==> src/rtl/tile_n_calc_seq_pkg.sv <==
// Shared constants for the sequential tile_n calculator: layer-type codes,
// FSM state encoding and default parameter values.
package tile_n_calc_seq_pkg;

    localparam logic [1:0] POINTWISE = 2'd0;
    localparam logic [1:0] DEPTHWISE = 2'd1;
    localparam logic [1:0] STANDARD  = 2'd2;
    localparam logic [1:0] LINEAR    = 2'd3;

    typedef enum logic [2:0] {
        S_IDLE,
        S_PREP,
        S_DIV1,
        S_DIV2,
        S_FIN,
        S_DONE
    } tile_n_state_e;

    localparam int DEF_GLB_BYTES  = 65536;
    localparam int DEF_BYTES_I    = 1;
    localparam int DEF_BYTES_W    = 1;
    localparam int DEF_BYTES_P    = 2;
    localparam int DEF_CH_W       = 7;
    localparam int DEF_K_W        = 2;
    localparam int DEF_ACC_W      = 32;
    localparam int DEF_ALIGN_PW   = 4;
    localparam int DEF_TILE_N_MAX = 4095;

endpackage

==> src/rtl/tile_n_calc_seq_serial_divider.sv <==
// W-cycle restoring divider. The start edge performs the first quotient bit,
// so done pulses in the cycle after the W-th bit has been produced.
module serial_divider #(
    parameter int W = 32
) (
    input  logic         clk,
    input  logic         rst,
    input  logic         start,
    input  logic [W-1:0] dividend,
    input  logic [W-1:0] divisor,
    output logic [W-1:0] quotient,
    output logic         done
);

    logic [W-1:0]         rem, quo, dvr;
    logic [$clog2(W+1)-1:0] cnt;
    logic [W-1:0]         rem_in, q_in, dv, rem_nx, q_nx;
    logic [W:0]           trial;
    logic                 ge;

    // On start the step is fed from the inputs rather than the registers.
    always_comb begin
        rem_in = start ? '0 : rem;
        q_in   = start ? dividend : quo;
        dv     = start ? divisor : dvr;
        trial  = {rem_in, q_in[W-1]};
        ge     = trial >= {1'b0, dv};
        rem_nx = ge ? W'(trial - {1'b0, dv}) : trial[W-1:0];
        q_nx   = {q_in[W-2:0], ge};
    end

    always_ff @(posedge clk or posedge rst) begin
        if (rst) begin
            rem  <= '0;
            quo  <= '0;
            dvr  <= '0;
            cnt  <= '0;
            done <= 1'b0;
        end else if (start) begin
            rem  <= rem_nx;
            quo  <= q_nx;
            dvr  <= divisor;
            cnt  <= ($clog2(W+1))'(W - 1);
            done <= (W == 1);
        end else if (cnt != '0) begin
            rem  <= rem_nx;
            quo  <= q_nx;
            cnt  <= cnt - 1'b1;
            done <= (cnt == 1);
        end else begin
            done <= 1'b0;
        end
    end

    assign quotient = quo;

endmodule

==> src/rtl/tile_n_calc_seq.sv <==
// Sequential tile_n calculator: largest tile_n fitting the GLB budget,
// using one shared serial divider for avail/tmp2 and, for DW/STD, n_max/out_C.
module tile_n_calc_seq
    import tile_n_calc_seq_pkg::*;
#(
    parameter int GLB_BYTES  = DEF_GLB_BYTES,
    parameter int BYTES_I    = DEF_BYTES_I,
    parameter int BYTES_W    = DEF_BYTES_W,
    parameter int BYTES_P    = DEF_BYTES_P,
    parameter int CH_W       = DEF_CH_W,
    parameter int K_W        = DEF_K_W,
    parameter int ACC_W      = DEF_ACC_W,
    parameter int ALIGN_PW   = DEF_ALIGN_PW,
    parameter int TILE_N_MAX = DEF_TILE_N_MAX
) (
    input  logic             clk,
    input  logic             rst,
    input  logic             start,
    input  logic [1:0]       layer_type,
    input  logic [CH_W-1:0]  out_C,
    input  logic [K_W-1:0]   kH,
    input  logic [K_W-1:0]   kW,
    input  logic [CH_W-1:0]  tile_D,
    input  logic [CH_W-1:0]  tile_K,
    input  logic [CH_W-1:0]  tile_D_f,
    input  logic [CH_W-1:0]  tile_K_f,
    input  logic [CH_W-1:0]  M,
    output logic             busy,
    output logic             done,
    output logic [ACC_W-1:0] tile_n,
    output logic             err
);

    localparam logic [ACC_W-1:0] GLB        = ACC_W'(GLB_BYTES);
    localparam logic [ACC_W-1:0] TMAX       = ACC_W'(TILE_N_MAX);
    localparam logic [ACC_W-1:0] ALIGN_MASK = ~(ACC_W'(ALIGN_PW) - 1'b1);

    tile_n_state_e    state;
    logic [1:0]       lt_r;
    logic [CH_W-1:0]  oc_r, td_r, tk_r, tdf_r, tkf_r, m_r;
    logic [K_W-1:0]   kh_r, kw_r;

    logic [ACC_W-1:0] tmp1, tmp2, tmp3, avail, quotient, div_dividend, div_divisor;
    logic [ACC_W-1:0] clamped, cand;
    logic             over, bad, two_pass, div_start, div_done;

    always_comb begin
        tmp1 = ACC_W'(kh_r) * ACC_W'(kw_r) * ACC_W'(tdf_r) * ACC_W'(tkf_r) * ACC_W'(BYTES_W);
        tmp2 = ACC_W'(td_r) * ACC_W'(BYTES_I) + ACC_W'(tk_r) * ACC_W'(BYTES_P);
        tmp3 = ACC_W'(m_r) * ACC_W'(td_r) * ACC_W'(BYTES_I);
        avail = GLB - tmp1 - tmp3;
        // One extra bit so a large footprint cannot wrap into a false fit.
        over = ({1'b0, tmp1} + {1'b0, tmp3}) > {1'b0, GLB};
        two_pass = (lt_r == DEPTHWISE) || (lt_r == STANDARD);
        bad = over || (tmp2 == '0) || (two_pass && (oc_r == '0));
        div_start = ((state == S_PREP) && !bad) ||
                    ((state == S_DIV1) && div_done && two_pass);
        div_dividend = (state == S_PREP) ? avail : quotient;
        div_divisor  = (state == S_PREP) ? tmp2 : ACC_W'(oc_r);
        // The divider holds its last quotient: n_max for PW/LIN, q2 for DW/STD.
        clamped = (quotient > TMAX) ? TMAX : quotient;
        cand = (lt_r == POINTWISE) ? (clamped & ALIGN_MASK) : clamped;
    end

    serial_divider #(.W(ACC_W)) u_div (
        .clk      (clk),
        .rst      (rst),
        .start    (div_start),
        .dividend (div_dividend),
        .divisor  (div_divisor),
        .quotient (quotient),
        .done     (div_done)
    );

    always_ff @(posedge clk or posedge rst) begin
        if (rst) begin
            state  <= S_IDLE;
            busy   <= 1'b0;
            done   <= 1'b0;
            tile_n <= '0;
            err    <= 1'b0;
            lt_r   <= '0;
            oc_r   <= '0;
            td_r   <= '0;
            tk_r   <= '0;
            tdf_r  <= '0;
            tkf_r  <= '0;
            m_r    <= '0;
            kh_r   <= '0;
            kw_r   <= '0;
        end else begin
            case (state)
                S_IDLE: if (start) begin
                    lt_r  <= layer_type;
                    oc_r  <= out_C;
                    td_r  <= tile_D;
                    tk_r  <= tile_K;
                    tdf_r <= tile_D_f;
                    tkf_r <= tile_K_f;
                    m_r   <= M;
                    kh_r  <= kH;
                    kw_r  <= kW;
                    busy  <= 1'b1;
                    state <= S_PREP;
                end
                S_PREP: if (bad) begin
                    tile_n <= '0;
                    err    <= 1'b1;
                    done   <= 1'b1;
                    busy   <= 1'b0;
                    state  <= S_DONE;
                end else begin
                    state  <= S_DIV1;
                end
                S_DIV1: if (div_done) state <= two_pass ? S_DIV2 : S_FIN;
                S_DIV2: if (div_done) state <= S_FIN;
                S_FIN: begin
                    tile_n <= cand;
                    err    <= 1'b0;
                    done   <= 1'b1;
                    busy   <= 1'b0;
                    state  <= S_DONE;
                end
                S_DONE: begin
                    done  <= 1'b0;
                    state <= S_IDLE;
                end
                default: state <= S_IDLE;
            endcase
        end
    end

endmodule

==> config.mk <==
export PLATFORM = sky130hd
export DESIGN_NAME = tile_n_calc_seq
export DESIGN_NICKNAME = d
export VERILOG_FILES = /design/src/rtl/tile_n_calc_seq_pkg.sv /design/src/rtl/tile_n_calc_seq_serial_divider.sv /design/src/rtl/tile_n_calc_seq.sv
export SDC_FILE = /design/constraint.sdc
export NUM_CORES = 1
export LEC_CHECK = 0
export CAP_MARGIN = 5
export CORE_UTILIZATION = 55
export DETAILED_ROUTE_END_ITERATION = 12
export PLACE_DENSITY_LB_ADDON = 0.08
export SLEW_MARGIN = 10
export SYNTH_ARGS = -nofsm -noshare
export SYNTH_HDL_FRONTEND = slang
export SYNTH_HIERARCHICAL = 1
export SYNTH_SLANG_ARGS = --single-unit
export TNS_END_PERCENT = 10
==> constraint.sdc <==
create_clock -name clk -period 22.1 [get_ports clk]
set_clock_uncertainty 0.2 [all_clocks]
set_input_delay 5.525 -clock clk [delete_from_list [all_inputs] [get_ports clk]]
set_output_delay 5.525 -clock clk [all_outputs]
set_load 0.02 [all_outputs]
Word-level counts from Yosys, hierarchy flattened
Index checks and enable logic that the tools add are counted. W data, S select, Z words.

$lt $le $gt $ge: 3. Multipliers: 4. Equal/unequal tests: 12. $add $sub $neg: 6. Mux-type cells: 30. Reduce and logical (&&, ||, !) cells: 23.

Operators with widths (count): $mux W32 (11); $pmux W32 S2 (1); $ge A33 B32 Y1 (1); $gt A32 B12 Y1 const B (1); $logic_not A32 Y1 (1); $sub A32 B32 Y32 (1); $sub A19 B15 Y20 (1); $add A18 B14 Y19 (1); $gt A19 B17 Y1 const B (1); $sub A17 B18 Y19 const A (1); $mul A11 B7 Y18 (1); $mux W3 (5); $pmux W3 S5 (1); $mul A7 B7 Y14 (1); $mux W6 (2); $mul A4 B7 Y11 (1); $add A7 B8 Y9 (1); $mux W9 (1); $logic_not A7 Y1 (1); $eq A3 B2 Y1 const B (2); $eq A3 B3 Y1 const B (2); $eq A6 B1 Y1 const B (1); $pmux W1 S3 (2); $reduce_and A2 Y1 (3); other kinds (19) (34).

Output and inout port bits: 35. Register bits: 189.

Longest topological paths before layout
Depth in word-level cells: 15. Depth in mapped cells: 56.

Hierarchy
Netlist, hierarchy kept.

By module, submodules not included: tile_n_calc_seq (cells an instance 1247, area an instance 10933.0 um^2, instances 1, sequential area each 2152.1 um^2); serial_divider (cells an instance 724, area an instance 6487.5 um^2, instances 1, sequential area each 2577.5 um^2).

Worst setup path before layout
OpenSTA, ideal clock, no wires.

Kind: register -> register. From: register kh_r[0]. To: register u_div.rem[26]. Clock period less this slack: 13.568 ns. Data required time: 21.774 ns. Library setup time: 0.126 ns. Setup slack: 8.532 ns. Arrival time: 13.243 ns. Cell stages (with the launch flop): 53. Cell sequence: dfrtp_1 > and2_1 > ha_1 > ha_1 > nand2_1 > fa_1 > inv_1 > fa_1 > ha_1 > a21o_1 > a21oi_1 > o21bai_1 > a21oi_1 > xnor2_1 > and2_1 > fa_1 > fa_1 > fa_1 > (+17 left out) > o221a_1 > or2_1 > o32ai_1 > clkbuf_1 > buf_1 > clkbuf_1 > mux2i_1 > ha_1 > and3_1 > o21a_1 > o31ai_2 > a211o_1 > nand2_2 > nand4_2 > a21o_1 > buf_6 > a31o_1 > a221o_1.

Word-level cells in the longest chain between the ends: 15. Elaborated cells between the ends (all ways): 22.

Ends and longest elaborated chain: from (decl) (line tile_n_calc_seq.sv:41) `logic [K_W-1:0] kh_r, kw_r;`; from (signal assigned) (line tile_n_calc_seq.sv:101) `kh_r <= kH;`; $mul A2 B2 Y4 (*) (line tile_n_calc_seq.sv:48) `tmp1 = ACC_W'(kh_r) * ACC_W'(kw_r) * ACC_W'(tdf_r) * ACC_W'(tkf_r) * ACC_W'(BYTES_W);`; $mul A4 B7 Y11 (*) (line tile_n_calc_seq.sv:48); $mul A11 B7 Y18 (*) (line tile_n_calc_seq.sv:48); $add A18 B14 Y19 (*) (line tile_n_calc_seq.sv:53) `over = ({1'b0, tmp1} + {1'b0, tmp3}) > {1'b0, GLB};`; $gt A19 B17 Y1 (*) (line tile_n_calc_seq.sv:53); $logic_or A1 B1 Y1 (*) (2 in a row) (line tile_n_calc_seq.sv:55) `bad = over || (tmp2 == '0) || (two_pass && (oc_r == '0));`; $logic_not A1 Y1 (*) (line tile_n_calc_seq.sv:56) `div_start = ((state == S_PREP) && !bad) ||`; $logic_and A1 B1 Y1 (*) (line tile_n_calc_seq.sv:56); $logic_or A1 B1 Y1 (*) (line tile_n_calc_seq.sv:56); via div_start (line tile_n_calc_seq.sv:45) `logic over, bad, two_pass, div_start, div_done;`; $mux W32, on equally long branches; $sub A32 B32 Y32 / $ge A33 B32 Y1 (equally long branches) (line tile_n_calc_seq_serial_divider.sv:28, tile_n_calc_seq_serial_divider.sv:27); $mux W32 (line tile_n_calc_seq_serial_divider.sv:28) `rem_nx = ge ? W'(trial - {1'b0, dv}) : trial[W-1:0];`; $mux W32 (line tile_n_calc_seq_serial_divider.sv:45) `end else if (cnt != '0) begin`; $mux W32 (line tile_n_calc_seq_serial_divider.sv:39) `end else if (start) begin`; to (signal assigned) (line tile_n_calc_seq_serial_divider.sv:40) `rem <= rem_nx;`; to (signal assigned) (line tile_n_calc_seq_serial_divider.sv:46) `rem <= rem_nx;`; to (decl) (line tile_n_calc_seq_serial_divider.sv:15) `logic [W-1:0] rem, quo, dvr;`.

Mark *: on every way through the listed nets, which the timed path passes. The rest lies on a longest branch. The select of a mux whose other input is x is not followed. A chain may end at the register's enable or synchronous reset.

Final worst setup path
From: register kh_r[0]. To: register u_div.rem[31].

Same word-level chain as after synthesis.

==> flow_metrics.env <==
export IMPL_finalHoldWorstSlack_ps=288
export IMPL_cts_tree="done"
export IMPL_grt_pass1_vias=14000
export IMPL_die_y_um=180
export IMPL_final_common_cell="nand2_1"
export IMPL_pin_count=86
export IMPL_io_buffers=85
export IMPL_dp_hpwl_um=30800
export IMPL_cp_top_family="adder cells"
export IMPL_critPathLaunchType="register"
export IMPL_crit_type="register to register"
export IMPL_reg2reg_from="kh_r[0]$_DFFE_PP0P_"
export IMPL_initial_core_util_pct=56.4
export IMPL_r2r_end="u_div/rem[31]$_DFFE_PP0P_"
export IMPL_antenna_found_initial=0
export IMPL_final_area_um2=19200
export IMPL_fillCellCount=2677
export IMPL_worst_slew_pin_slew_ps=1010
export IMPL_cts_root_buffer_cell="clkbuf_16"
export IMPL_totalWireLength_um=41200
export IMPL_synthFlopType="dfrtp_1"
export IMPL_r2r_cells=50
export IMPL_synthArstFlopShare_pct=100
export IMPL_critPathSlowestCell="buf_4"
export IMPL_end_kind="register"
export IMPL_synth_avg_cell_area_um2=8.84
export IMPL_grt_overflow=0
export IMPL_seqCellArea_um2=4730
export IMPL_die_area_um2=32400
export IMPL_critPathCapture="u_div/rem[31]$_DFFE_PP0P_"
export IMPL_synthesis_instances=1971
export IMPL_synth_distinct_cells=82
export IMPL_maxSlewViolCount=0
export IMPL_synth_top_area_share_pct=27.1
export IMPL_synthToLayoutAreaGrowth_pct=10.2
export IMPL_finalHoldViolCount=0
export IMPL_drive_gt1_share_pct=5.94
export IMPL_post_cts_repair_setup_buffers=0
export IMPL_synth_edff_count=0
export IMPL_clock_sinks=189
export IMPL_placed_cell_area_um2=18600
export IMPL_path_depth=50
export IMPL_place_gp_congestion=0.916
export IMPL_final_util_pct=62.1
export IMPL_grt_max_degree=74
export IMPL_hold_path_class="register to register"
export IMPL_htree_levels=4
export IMPL_fin_crit_sh_pct=69.0
export IMPL_synth_area_um2=17400
export IMPL_min_period_ps=15250
export IMPL_cp_max_fo=73
export IMPL_vias_per_cell=5.77
export IMPL_cap_violations=0
export IMPL_dr_pass1_iters=11
export IMPL_yosys_warnings=6
export IMPL_status="complete, but fails checks"
export IMPL_grt_pass1_wl_um=70700
export IMPL_rsz0062_at_grt="no"
export IMPL_nNetsFinal=2313
export IMPL_final_cell_mix="nand2_1, dfrtp_1, inv_1"
export IMPL_synth_area_leaders="dfrtp_1, ha_1, fa_1"
export IMPL_num_vias=14000
export IMPL_path_clk_slew_ps=80
export IMPL_rrSetupSlack_ps=6850
export IMPL_hold_depth=2
export IMPL_post_route_drc_count=9
export IMPL_drt_initial_drc_count=903
export IMPL_holdBufCountCts=0
export IMPL_relSlewSlack_pct=32.2
export IMPL_drtAntennaViolNets=0
export IMPL_cts_resized=0
export IMPL_critPathLaunch="kh_r[0]$_DFFE_PP0P_"
export IMPL_worst_path_buf_inv=6
export IMPL_cp_slowest_stage_delay_ps=730
export IMPL_synth_seq_area_share_pct=27.1
export IMPL_post_drt_wl_per_cell_um=16.9
export IMPL_synth_largest_area_cell="dfrtp_1"
export IMPL_die_w_um=180
export IMPL_cts_buffer_depth=2
export IMPL_grt_usage_pct=26.7
export IMPL_rows=64
export IMPL_synth_seq_cells=189
export IMPL_required_ps=22240
export IMPL_fmax_mhz=65.6
export IMPL_violations="DRC"
export IMPL_cp_arrival_ps=15390
export IMPL_insertion_delay_ps=450
export IMPL_core_um2=30900
export IMPL_numCtsBuffers=17
export IMPL_multiInputGateArea_um2=11800
export IMPL_setup_viol=0
export IMPL_antenna_diode_count=0
export IMPL_fin_setup_tns_ps=0
-- metal layers --
metal | global-route usage, % | vias to the layer above | part of all wire (%)
met5 | 0 | - | 0
met2 | 42.7 | 314 | 45
met1 | 37.9 | 6857 | 49
met3 | 3.61 | 31 | 4.1
li1 | - | 6843 | -
met4 | 7.07 | 0 | 1.4
-- layout make-up --
type,instances,area share [%]
Clock inverter,12,0.652
Timing Repair Buffer,98,4.94
Tap cell,396,2.58
Inverter,180,3.54
Sequential cell,189,24.6
Multi-Input combinational cell,1538,61.3
Clock buffer,20,2.38
-- sequential cells by signal, indices dropped and copies added, names as in the netlist, 2 cells and up --
register,flops
tile_n,32
u_div/dvr,32
u_div/quotient,32
u_div/rem,32
m_r,7
oc_r,7
td_r,7
tdf_r,7
tk_r,7
tkf_r,7
u_div/cnt,6
state,3
kh_r,2
kw_r,2
lt_r,2
-- kinds of logic after synthesis --
logic type	after synthesis	share of synthesized area, %
multiplexers	115	6.94
other	1	0.0215
AO/OA/AOI/OAI	397	15.3
adder cells (fa/ha/maj)	238	20.6
AND/OR/NAND/NOR	672	19.3
flip-flops	189	27.1
XOR/XNOR	93	4.68
buffers and inverters	266	5.97
-- worst min path at each step --
| stage | from | to | slack [ps] |
|---|---|---|---|
| CTS | err$_DFFE_PP0P_ | err$_DFFE_PP0P_ | 290 |
| global placement | u_div/dvr[29]$_DFF_PP0_ | u_div/dvr[29]$_DFF_PP0_ | 270 |
| detailed placement | err$_DFFE_PP0P_ | err$_DFFE_PP0P_ | 270 |
| floorplan | u_div/rem[9]$_DFFE_PP0P_ | u_div/rem[9]$_DFFE_PP0P_ | 240 |
| finish | err$_DFFE_PP0P_ | err$_DFFE_PP0P_ | 290 |
| global route | u_div/dvr[4]$_DFF_PP0_ | u_div/dvr[4]$_DFF_PP0_ | 310 |
-- stage by stage --
step	setup WS, ps	std cells
CTS	6930	2433
floorplan	8530	1993
finish	6850	2433
global route	5720	2433
global placement	7290	2401
detailed placement	6910	2401
-- worst reg2reg max path, delay by kind of cell (launching register included) --
kind	cells	cell delay, ps
DFF	1	460
buffers and inverters	6	1850
AOI/OAI and AO/OA	18	4500
muxes	1	410
adders and majority gates	12	4870
xor gates and xnor gates	1	290
and+or+nand+nor	12	2510
-- synthesized netlist by cell type, drive strengths merged (41+ instances only) --
cell type / n
a21oi: 89
and2: 99
clkbuf: 60
dfrtp: 189
fa: 82
ha: 156
inv: 180
mux2: 46
mux2i: 69
nand2: 229
nand3: 41
nor2: 99
nor2b: 51
o21ai: 115
xnor2: 65
Power is left out: the tool's default activity adds up to more than one toggle a clock period on the data nets, which glitch-free logic cannot reach.
